## src/rtl/uart_matmul_frame_ctrl.sv

```systemverilog
// rtl/uart_matmul_frame_ctrl.sv - UART frame controller feeding a matrix multiplier and returning its results
//
// Purpose: frames received bytes (header 0xA5, N*N A elements, N*N B elements)
// into operand writes, starts the multiplier, then reads back each result
// element and transmits it MSB byte first over the UART transmit handshake.
//
// Ports:
//   clk, reset            rising-edge clock, synchronous active-high reset
//   rx_data, rx_ready     received byte; acted on at rx_ready rising edge only
//   tx_data, tx_start     byte to send and its one-cycle request
//   tx_busy               transmitter busy
//   wr_en/sel/addr/data   one-cycle operand write (sel 0 = A, 1 = B)
//   mm_start, mm_done     multiplier start pulse and completion
//   res_addr, res_data    result read port (data valid one cycle after address)
//   busy                  high whenever not IDLE
//   rx_overrun            sticky: byte arrived while not loading
module uart_matmul_frame_ctrl #(
    parameter int N      = 4,
    parameter int DATA_W = 8,
    parameter int RES_W  = 16,
    localparam int AW    = $clog2(N * N)
) (
    input  logic              clk,
    input  logic              reset,
    input  logic [7:0]        rx_data,
    input  logic              rx_ready,
    output logic [7:0]        tx_data,
    output logic              tx_start,
    input  logic              tx_busy,
    output logic              wr_en,
    output logic              wr_sel,
    output logic [AW-1:0]     wr_addr,
    output logic [DATA_W-1:0] wr_data,
    output logic              mm_start,
    input  logic              mm_done,
    output logic [AW-1:0]     res_addr,
    input  logic [RES_W-1:0]  res_data,
    output logic              busy,
    output logic              rx_overrun
);
    localparam int NB = RES_W / 8;
    localparam int CW = $clog2(NB + 1);
    localparam logic [AW-1:0] LAST_IDX = AW'(N * N - 1);
    localparam logic [CW-1:0] NB_C     = CW'(NB);

    typedef enum logic [3:0] {
        S_IDLE, S_LOAD_A, S_LOAD_B, S_START, S_WAIT_DONE,
        S_RD_ADDR, S_RD_LATCH, S_SEND, S_WAIT_HI, S_WAIT_LO
    } state_t;

    state_t              state_q, state_d;
    logic                rx_prev_q, rx_prev_d;
    logic [AW-1:0]       idx_q, idx_d;
    logic [RES_W-1:0]    shift_q, shift_d;
    logic [CW-1:0]       cnt_q, cnt_d;
    logic [7:0]          tx_data_q, tx_data_d;
    logic                tx_start_q, tx_start_d;
    logic                wr_en_q, wr_en_d;
    logic                wr_sel_q, wr_sel_d;
    logic [AW-1:0]       wr_addr_q, wr_addr_d;
    logic [DATA_W-1:0]   wr_data_q, wr_data_d;
    logic                mm_start_q, mm_start_d;
    logic [AW-1:0]       res_addr_q, res_addr_d;
    logic                busy_q, busy_d;
    logic                overrun_q, overrun_d;
    logic                byte_ev;

    assign byte_ev = rx_ready & ~rx_prev_q;

    always_comb begin
        state_d    = state_q;
        rx_prev_d  = rx_ready;
        idx_d      = idx_q;
        shift_d    = shift_q;
        cnt_d      = cnt_q;
        tx_data_d  = tx_data_q;
        tx_start_d = 1'b0;
        wr_en_d    = 1'b0;
        wr_sel_d   = wr_sel_q;
        wr_addr_d  = wr_addr_q;
        wr_data_d  = wr_data_q;
        mm_start_d = 1'b0;
        res_addr_d = res_addr_q;
        overrun_d  = overrun_q;

        case (state_q)
            S_IDLE: begin
                if (byte_ev && rx_data == 8'hA5) begin
                    overrun_d = 1'b0;
                    idx_d     = '0;
                    state_d   = S_LOAD_A;
                end
            end
            S_LOAD_A, S_LOAD_B: begin
                if (byte_ev) begin
                    wr_en_d   = 1'b1;
                    wr_sel_d  = (state_q == S_LOAD_B);
                    wr_addr_d = idx_q;
                    wr_data_d = DATA_W'(rx_data);
                    if (idx_q == LAST_IDX) begin
                        idx_d   = '0;
                        state_d = (state_q == S_LOAD_A) ? S_LOAD_B : S_START;
                    end else begin
                        idx_d = idx_q + AW'(1);
                    end
                end
            end
            S_START: begin
                mm_start_d = 1'b1;
                state_d    = S_WAIT_DONE;
            end
            S_WAIT_DONE: begin
                if (mm_done) begin
                    idx_d      = '0;
                    res_addr_d = '0;
                    state_d    = S_RD_ADDR;
                end
            end
            // res_addr is already presented during RD_ADDR (set on the
            // transition in), so the synchronous result read lands in RD_LATCH.
            S_RD_ADDR:  state_d = S_RD_LATCH;
            S_RD_LATCH: begin
                shift_d = res_data;
                cnt_d   = NB_C;
                state_d = S_SEND;
            end
            S_SEND: begin
                if (!tx_busy) begin
                    tx_data_d  = shift_q[RES_W-1 -: 8];
                    tx_start_d = 1'b1;
                    state_d    = S_WAIT_HI;
                end
            end
            S_WAIT_HI: begin
                if (tx_busy) state_d = S_WAIT_LO;
            end
            S_WAIT_LO: begin
                if (!tx_busy) begin
                    shift_d = shift_q << 8;
                    cnt_d   = cnt_q - CW'(1);
                    if (cnt_q != CW'(1)) begin
                        state_d = S_SEND;
                    end else if (idx_q != LAST_IDX) begin
                        idx_d      = idx_q + AW'(1);
                        res_addr_d = idx_q + AW'(1);
                        state_d    = S_RD_ADDR;
                    end else begin
                        state_d = S_IDLE;
                    end
                end
            end
            default: state_d = S_IDLE;
        endcase

        // Bytes outside IDLE/LOAD are dropped but flagged.
        if (byte_ev && !(state_q inside {S_IDLE, S_LOAD_A, S_LOAD_B}))
            overrun_d = 1'b1;

        busy_d = (state_d != S_IDLE);
    end

    always_ff @(posedge clk) begin
        if (reset) begin
            state_q    <= S_IDLE;
            rx_prev_q  <= 1'b0;
            idx_q      <= '0;
            shift_q    <= '0;
            cnt_q      <= '0;
            tx_data_q  <= '0;
            tx_start_q <= 1'b0;
            wr_en_q    <= 1'b0;
            wr_sel_q   <= 1'b0;
            wr_addr_q  <= '0;
            wr_data_q  <= '0;
            mm_start_q <= 1'b0;
            res_addr_q <= '0;
            busy_q     <= 1'b0;
            overrun_q  <= 1'b0;
        end else begin
            state_q    <= state_d;
            rx_prev_q  <= rx_prev_d;
            idx_q      <= idx_d;
            shift_q    <= shift_d;
            cnt_q      <= cnt_d;
            tx_data_q  <= tx_data_d;
            tx_start_q <= tx_start_d;
            wr_en_q    <= wr_en_d;
            wr_sel_q   <= wr_sel_d;
            wr_addr_q  <= wr_addr_d;
            wr_data_q  <= wr_data_d;
            mm_start_q <= mm_start_d;
            res_addr_q <= res_addr_d;
            busy_q     <= busy_d;
            overrun_q  <= overrun_d;
        end
    end

    assign tx_data    = tx_data_q;
    assign tx_start   = tx_start_q;
    assign wr_en      = wr_en_q;
    assign wr_sel     = wr_sel_q;
    assign wr_addr    = wr_addr_q;
    assign wr_data    = wr_data_q;
    assign mm_start   = mm_start_q;
    assign res_addr   = res_addr_q;
    assign busy       = busy_q;
    assign rx_overrun = overrun_q;
endmodule
```

## config.mk

```make
export PLATFORM = sky130hd
export DESIGN_NAME = uart_matmul_frame_ctrl
export DESIGN_NICKNAME = d
export VERILOG_FILES = /design/src/rtl/uart_matmul_frame_ctrl.sv
export SDC_FILE = /design/constraint.sdc
export NUM_CORES = 1
export LEC_CHECK = 0
export ABC_AREA = 1
export CAP_MARGIN = 20
export CORE_MARGIN = 2
export CORE_UTILIZATION = 28
export CTS_CLUSTER_SIZE = 20
export DETAILED_ROUTE_END_ITERATION = 12
export SLEW_MARGIN = 10
export SYNTH_ARGS = -nofsm -noshare
export SYNTH_HDL_FRONTEND = slang
export SYNTH_SLANG_ARGS = --single-unit
```

## constraint.sdc

```tcl
create_clock -name clk -period 4 [get_ports clk]
set_input_delay 0.8 -clock clk [delete_from_list [all_inputs] [get_ports clk]]
set_output_delay 0.8 -clock clk [all_outputs]
set_load 0.1 [all_outputs]
```

==> results of run 1 <==
-- per-layer routing --
layer,GRT usage [%],routed length [µm],vias up
met2,21.07,2799,37
li1,-,-,1254
met3,2.649,168,11
met5,0,0,-
met4,6.731,135,0
met1,16.44,2862,1093
-- cells by family (layout without fill, tap and decap cells) --
logic type / count (synthesis) / count (layout)
simple gates: 174 / 174
xor+xnor: 2 / 2
buf+inv: 45 / 108
flops: 57 / 57
compound gates: 70 / 70
fa+ha+maj: 2 / 2
-- area by class of cell --
class / instances / area (µm²)
fill: 889 / 5291
timing repair buffer: 59 / 588.1
inverter: 33 / 123.9
multi-input combinational: 248 / 1160
sequential: 57 / 1141
tap: 108 / 135.1
clock buffer: 11 / 141.4
clock inverter: 5 / 55.05
-- sequential cells by signal, summed over array words and instances (netlist names), 2 cells and up --
signal	flops
cnt_q	2
idx_q	4
res_addr	4
shift_q	16
state_q	4
tx_data	8
wr_addr	4
wr_data	8
-- Yosys cell counts --
cell type                  instances
sky130_fd_sc_hd__a21oi_1          33
sky130_fd_sc_hd__a31oi_1           8
sky130_fd_sc_hd__and2_1            1
sky130_fd_sc_hd__and3_1            1
sky130_fd_sc_hd__buf_1             1
sky130_fd_sc_hd__buf_2             5
sky130_fd_sc_hd__clkbuf_1          6
sky130_fd_sc_hd__clkinv_1          3
sky130_fd_sc_hd__dfxtp_1          57
sky130_fd_sc_hd__ha_1              2
sky130_fd_sc_hd__inv_1            23
sky130_fd_sc_hd__inv_2             7
sky130_fd_sc_hd__nand2_1          86
sky130_fd_sc_hd__nand2_2           3
sky130_fd_sc_hd__nand3_1          27
sky130_fd_sc_hd__nand3_2           1
sky130_fd_sc_hd__nand4_1           4
sky130_fd_sc_hd__nor2_1           45
sky130_fd_sc_hd__nor2_2            3
sky130_fd_sc_hd__nor2_4            3
sky130_fd_sc_hd__o211a_1           1
sky130_fd_sc_hd__o211ai_1          1
sky130_fd_sc_hd__o21ai_0          13
sky130_fd_sc_hd__o21ai_1          13
sky130_fd_sc_hd__o21ai_2           1
sky130_fd_sc_hd__xnor2_1           1
sky130_fd_sc_hd__xor2_1            1
-- worst paths after layout --
path	slack, ns	cells past startpoint	end	from
max	1.36	1	res_addr[2]	res_addr[2]
min	0.46	2	rx_overrun	rx_overrun
max reg2reg	2.09	7	wr_data[0]	state_q[1]
min reg2reg	0.46	2	rx_overrun	rx_overrun
-- per-stage QoR --
stage                     power [mW]  std cells  setup slack, ns
after global placement        0.6337        505            1.375
after CTS                      1.161        521            1.347
after floorplan               0.6002        350            2.275
final                          1.149        521            1.360
after detailed placement      0.6341        505            1.333
after global routing           1.191        521            1.312
-- cells in the final DEF (no fill, tap or decap), drive strengths merged --
cell type | Yosys | final
inv | 30 | 30
ha | 2 | 2
buf | 6 | 1
clkinv | 3 | 5
and2 | 1 | 1
xor2 | 1 | 1
clkdlybuf4s50 | 0 | 58
clkbuf | 6 | 11
o211ai | 1 | 1
nand3 | 28 | 28
o211a | 1 | 1
clkinvlp | 0 | 2
xnor2 | 1 | 1
nand2 | 89 | 89
a21oi | 33 | 33
dfxtp | 57 | 57
a31oi | 8 | 8
nand4 | 4 | 4
nor2 | 51 | 51
o21ai | 27 | 27
and3 | 1 | 1
bufinv | 0 | 1
-- where the power goes --
group / leakage [nW] / total, mW / switching, mW / internal (mW)
clock network: 0.0953 / 0.528 / 0.226 / 0.302
logic: 0.792 / 0.0520 / 0.0231 / 0.0289
registers: 0.459 / 0.569 / 0.000374 / 0.568
==> impl.org, run 1 <==
** Final layout
- The finished cells cover about 3300 µm².
- The repair_antennas step left the layout with diodes totalling 0.
- Growth of design area from synthesis to finish :: 35.07%
- Of the cells placed in the final design, the portion with a size suffix greater than 1 is 8.232%.
- Post-Route Utilization :: 38.73%
- After the last flow step, the layout net total stands at 439.

** Place
- Routability-driven placement finished with a final weighted congestion of around 0.86.
- In this run the tool buffered the top-level ports with 58 buffer cells.
- The HPWL after detailed placement is around 4400 µm.
- Total cell area at the placement stage :: 3148 µm²

** Drt
- Via Count :: around 2400
- Dividing the detail-routed wire length by the instance count gives about 11 µm.
- Post-detailed-routing wire length :: roughly 6000 µm
- In this run the remaining antenna-violating nets after routing total 0.
- Vias per std cell :: 4.597
- The first TritonRoute pass finished after 4 iterations.
- DRC :: 0
- Iteration-0 DRC count of the detailed router :: 88

** CTS
- Once the clock tree was built, the setup fixing pass inserted 0 buffers.
- TritonCTS built the clock tree.
- The clock net in this run drives a total of 57 sinks.
- Buffers inserted during clock tree synthesis total 9.
- Total of cells resized after clock tree synthesis :: 0
- Number of hold buffers added after CTS :: 0
- Deepest clock path buffer count :: 2
- At the later pin of the worst-skew pair, clock insertion delay measures between 0.3 and 0.4 ns.
- The H-tree generated during clock tree synthesis spans 3 levels.
- After clock tree synthesis, the clock-pin slew on the worst setup and hold paths is ~0.060 ns.
- In this run the clock root is driven by a sky130_fd_sc_hd__clkbuf_8.

** Logic synthesis
- Avg Inst Size Synth :: between 7 and 8 µm²
- Seq/Total Area, Yosys :: between 40% and 50%
- Of the total synthesized cell area, the portion taken by AND, OR, NAND and NOR gates is 30.12%.
- Post-synthesis instance area :: 2476 µm²
- The number of nets handed over by synthesis was between 300 and 400.
- The synthesized design devotes to its leading area cell type 46.08% of total area.
- Yosys printed 0 warnings.
- The synthesized netlist devotes 15.01% of its cell area to compound gates.
- The cell count after synthesis came out at 350.
- Counting flops and latches in the post-synthesis netlist gives 57.
- Counting distinct cell types in the post-synthesis netlist gives 27.
- Sorting the synthesized cells by area gives the leading types as sky130_fd_sc_hd__dfxtp_1, sky130_fd_sc_hd__nand2_1, sky130_fd_sc_hd__nor2_1, sky130_fd_sc_hd__a21oi_1, sky130_fd_sc_hd__nand3_1.
- The synthesized netlist devotes less than 1% of its cell area to XOR and XNOR gates.
- Summing the areas of all fa, ha and maj instances in the mapped netlist gives 1.011% of the synthesized area.
- Mux share of post-synthesis cell area :: 0%
- The largest total area in the synthesized netlist belongs to sky130_fd_sc_hd__dfxtp_1.
- Main combinational cell family by area after synthesis :: simple AND/OR/NAND/NOR gates

** STA
- Across the routed clock network, the largest skew measured is 0.007802 ns.
- The tightest hold path in the finished design has a slack of ~0.46 ns.
- Final period utilization :: approximately two thirds
- The count of pins over their slew limit came to 0.
- The worst path needs about 2.6 ns of the cycle, external delays included.
- In this run the tightest slew margin relative to its limit is about a third.
- For the final routed database, the setup TNS stands at 0 ns.
- Endpoints failing setup :: 0
- For the pin with the worst max-slew slack, the measured transition is between 0.9 and 1 ns.
- Fmax achieved :: ~380 MHz
- The final hold violation count came to 0.
- RSZ-0062 raised after global routing :: false

** Setup path
- STA classifies the critical path startpoint as a flop.
- Data on the critical path arrives at its endpoint at 1.84 ns.
- CP required :: ~3.2 ns
- The largest individual stage delay along the critical path comes from the cell sky130_fd_sc_hd__clkdlybuf4s50_1.
- Kind of critical path :: flop to output pin
- Nature of the critical path endpoint :: output pin
- CP max FO :: 2
- CP peak stage delay :: between 1 and 1.5 ns
- Grouping stages by cell kind, the critical path spends the most delay in buffers and inverters.
- Traced cell by cell, the critical path runs through clkdlybuf4s50_1.
- Counting both buffers and inverters, the worst setup path holds a total of 1.

** Hold path
- Worst min-delay path class :: flop to flop

** Power
- Leak Pwr :: about 1.3 nW
- The worst-case IR drop observed on VDD is 102.0 µV.
- Dividing total power by cell area gives a power density of roughly 340 nW/µm².

** GRT
- The total overflow left after global routing is 0.
- Largest net degree at the start of global routing :: 30
- Via count of the first global-routing pass :: roughly 2300
- Global routing usage summed across all routing layers :: 13.04%
- The first global-routing pass estimated 10160 µm of wire.
- Antenna violations before repair :: 0

** Floorplanning
- Initial standard-cell utilization of the core :: between 20 and 30%
- In this run the count of I/O pins placed on the die edge is a little under 60.
- The floorplan has 34 rows.
- The die covers about 9600 µm².
- Floorplan Core Area :: between 8000 and 9000 µm²
- The die is 98.04 µm wide.
- The die is 98.04 µm tall.

** Outcome
- The run finished with clean final reports.

** Job
- Max-cap violations :: 0
Power figures use the tool's default switching activity.
==> run 2, diff against run 1 <==
clock period = 2.35 ns   (was 4 ns; I/O delays follow)
==> impl.org, run 2 (synthesis results as in run 1) <==
** STA
- Setup TNS :: 0 ns
- Fmax achieved :: 563.4 MHz
- Period minus WS final :: around 1.8 ns
- The final critical path takes up between 70% and 80% of the cycle.
- Slew margin rel. :: between 70% and 80%
- Least-Margin Pin Slew :: around 0.42 ns
- Final Max Slew Viols :: 0
- Fin. Hold Viols :: 0
- RSZ-0062 raised after global routing :: false
- Endpoints failing setup :: 0
- Clock skew :: 0.009488 ns

** CTS
- Setup Buffers After CTS :: 0
- Counting every sink on the clock net gives 57.
- Clock tree from TritonCTS :: built
- The number of gates resized after CTS was 0.
- Root buffer cell :: sky130_fd_sc_hd__clkbuf_8
- In this run, CTS created clock tree buffers numbering 9.
- The clock reaches the later pin of the worst-skew pair after 0.33 ns.
- The longest clock path from root to sink contains 2 buffers.
- Clock-pin slew was measured on the worst setup and hold paths at around 0.070 ns.
- CTS built an H-tree with a depth of 3.
- Number of hold buffers added after CTS :: 0

** Drt
- Dividing the detail-routed via count by the number of cells gives roughly 4.6.
- Number of nets still failing antenna checks after routing :: 0
- Summing over every cut layer, the via total after detailed routing is approximately 2400.
- After detailed routing, the total wire length is 6128 µm.
- For this block, the initial DRC count from the detailed router was between 90 and 100.
- In the routed design, unresolved DRC markers number 0.
- Final routed wire length divided by cell count :: 11.69 µm
- The first detailed-routing pass took 4 iterations.

** Floorplanning
- The initialized floorplan defines 34 standard-cell rows.
- Floorplan Core Area :: 8636 µm²
- For this configuration, the core starts out at a cell density of about 29%.
- Pin placement for this block handled slightly below 60 I/O pins.
- The die covers roughly 9600 µm².
- Measured along the x axis, the die boundary spans between 90 and 100 µm.
- The floorplan step set the die height to a little under 100 µm.

** GRT
- Global routing usage summed across all routing layers :: 13.41%
- The first global-routing pass estimated 10410 µm of wire.
- Via count of the first global-routing pass :: ~2300
- Antenna violations before repair :: 0
- Remaining global-route overflow :: 0
- Largest net degree at the start of global routing :: 29

** Final layout
- Ranked by flip-flop count, first place goes to shift_q.
- The repair_antennas step left the layout with diodes totalling 0.
- Growth of design area from synthesis to finish :: 33.40%
- Post-Route Utilization :: about two fifths
- Final layout net count :: roughly 440
- Largest register FFs :: 16
- The layout has between 900 and 1000 filler cells.
- In the layout the commonest cells are sky130_fd_sc_hd__nand2_1, sky130_fd_sc_hd__dfxtp_1, sky130_fd_sc_hd__nor2_1, sky130_fd_sc_hd__buf_4, sky130_fd_sc_hd__a21oi_1.
- Proportion of layout cells with a drive suffix above 1 :: about 16%
- Most common library cell in the layout ignoring fill and taps :: sky130_fd_sc_hd__nand2_1

** Power
- Power density cells :: between 600 and 700 nW/µm²
- Maximum vdd drop :: roughly 270 µV
- Leak Pwr :: 1.436 nW
- Power comes to between 2 and 2.5 mW.

** Place
- The HPWL after detailed placement is around 4600 µm.
- The count of buffers added on input and output ports is 58.
- The congestion estimate from routability-driven global placement came to between 0.8 and 0.9.

** Setup path
- Nature of the critical path startpoint :: input port
- The most critical setup path has its startpoint at tx_busy.
- CP max FO :: 16
- Signal arrival time at the worst endpoint :: about 2 ns
- Worst reg2reg path startpoint :: state_q[3]
- The setup path with the least slack is of type input port to flop.
- At the worst endpoint, the required time is about 2.6 ns.
- The worst setup path is captured at a flop.

** Hold path
- Startpoint of the lowest-slack hold path :: tx_data[4]
- The worst hold path belongs to the class flop to flop.

** Job
- The tool flagged a number of max-cap violations equal to 0.

** Outcome
- The flow ran to the end, and the final reports show no timing, DRC or antenna violations.
==> run 2: final timing paths <==
check                 to  slack, ns  cells past startpoint
max           shift_q[8]       0.58                      7
min           tx_data[4]       0.46                      2
max reg2reg  res_addr[1]       0.61                      7
min reg2reg   tx_data[4]       0.46                      2
==> run 2: layout make-up <==
class	instances	area [µm²]	share of cell area [%]
Multi-Input combinational cell	248	1160	35.11
Sequential cell	57	1141	34.55
Timing Repair Buffer	62	535.5	16.21
Clock buffer	14	172.7	5.227
Tap cell	108	135.1	4.091
Inverter	33	123.9	3.750
Clock inverter	2	35.03	1.061
==> run 2: report_power, final <==
group          internal [mW]  total (mW)  switching [mW]
clock network          0.576       0.942           0.366
logic                 0.0502      0.0907          0.0405
registers              0.968       0.968        0.000646
==> run 2: per-stage QoR <==
step / worst slack (ns) / hold WS (ns) / cell area [µm²] / std cells
after CTS: 0.6026 / 0.4627 / 3303 / 524
after detailed placement: 0.2564 / 0.4543 / 3095 / 508
final: 0.5751 / 0.4625 / 3303 / 524
after floorplan: 0.8994 / 0.4401 / 2476 / 350
after global routing: 0.3760 / 0.4772 / 3303 / 524
after global placement: 0.3283 / 0.4513 / 3095 / 508
==> run 2: layer usage <==
metal / track usage [%] / vias up / routed length (µm)
met3: 3.865 / 7 / 234
met5: 0 / - / 0
met4: 6.303 / 0 / 87
li1: - / 1263 / -
met2: 21.65 / 39 / 2981
met1: 16.49 / 1079 / 2824
==> run 2: worst max-delay path, stage by stage <==
cell and delay [ns]:
sky130_fd_sc_hd__clkdlybuf4s50_1 0.50, sky130_fd_sc_hd__inv_1 0.28, sky130_fd_sc_hd__nand3_1 0.15, sky130_fd_sc_hd__nand2_1 0.17, sky130_fd_sc_hd__buf_4 0.23, sky130_fd_sc_hd__o21ai_1 0.08, sky130_fd_sc_hd__a31oi_1 0.15
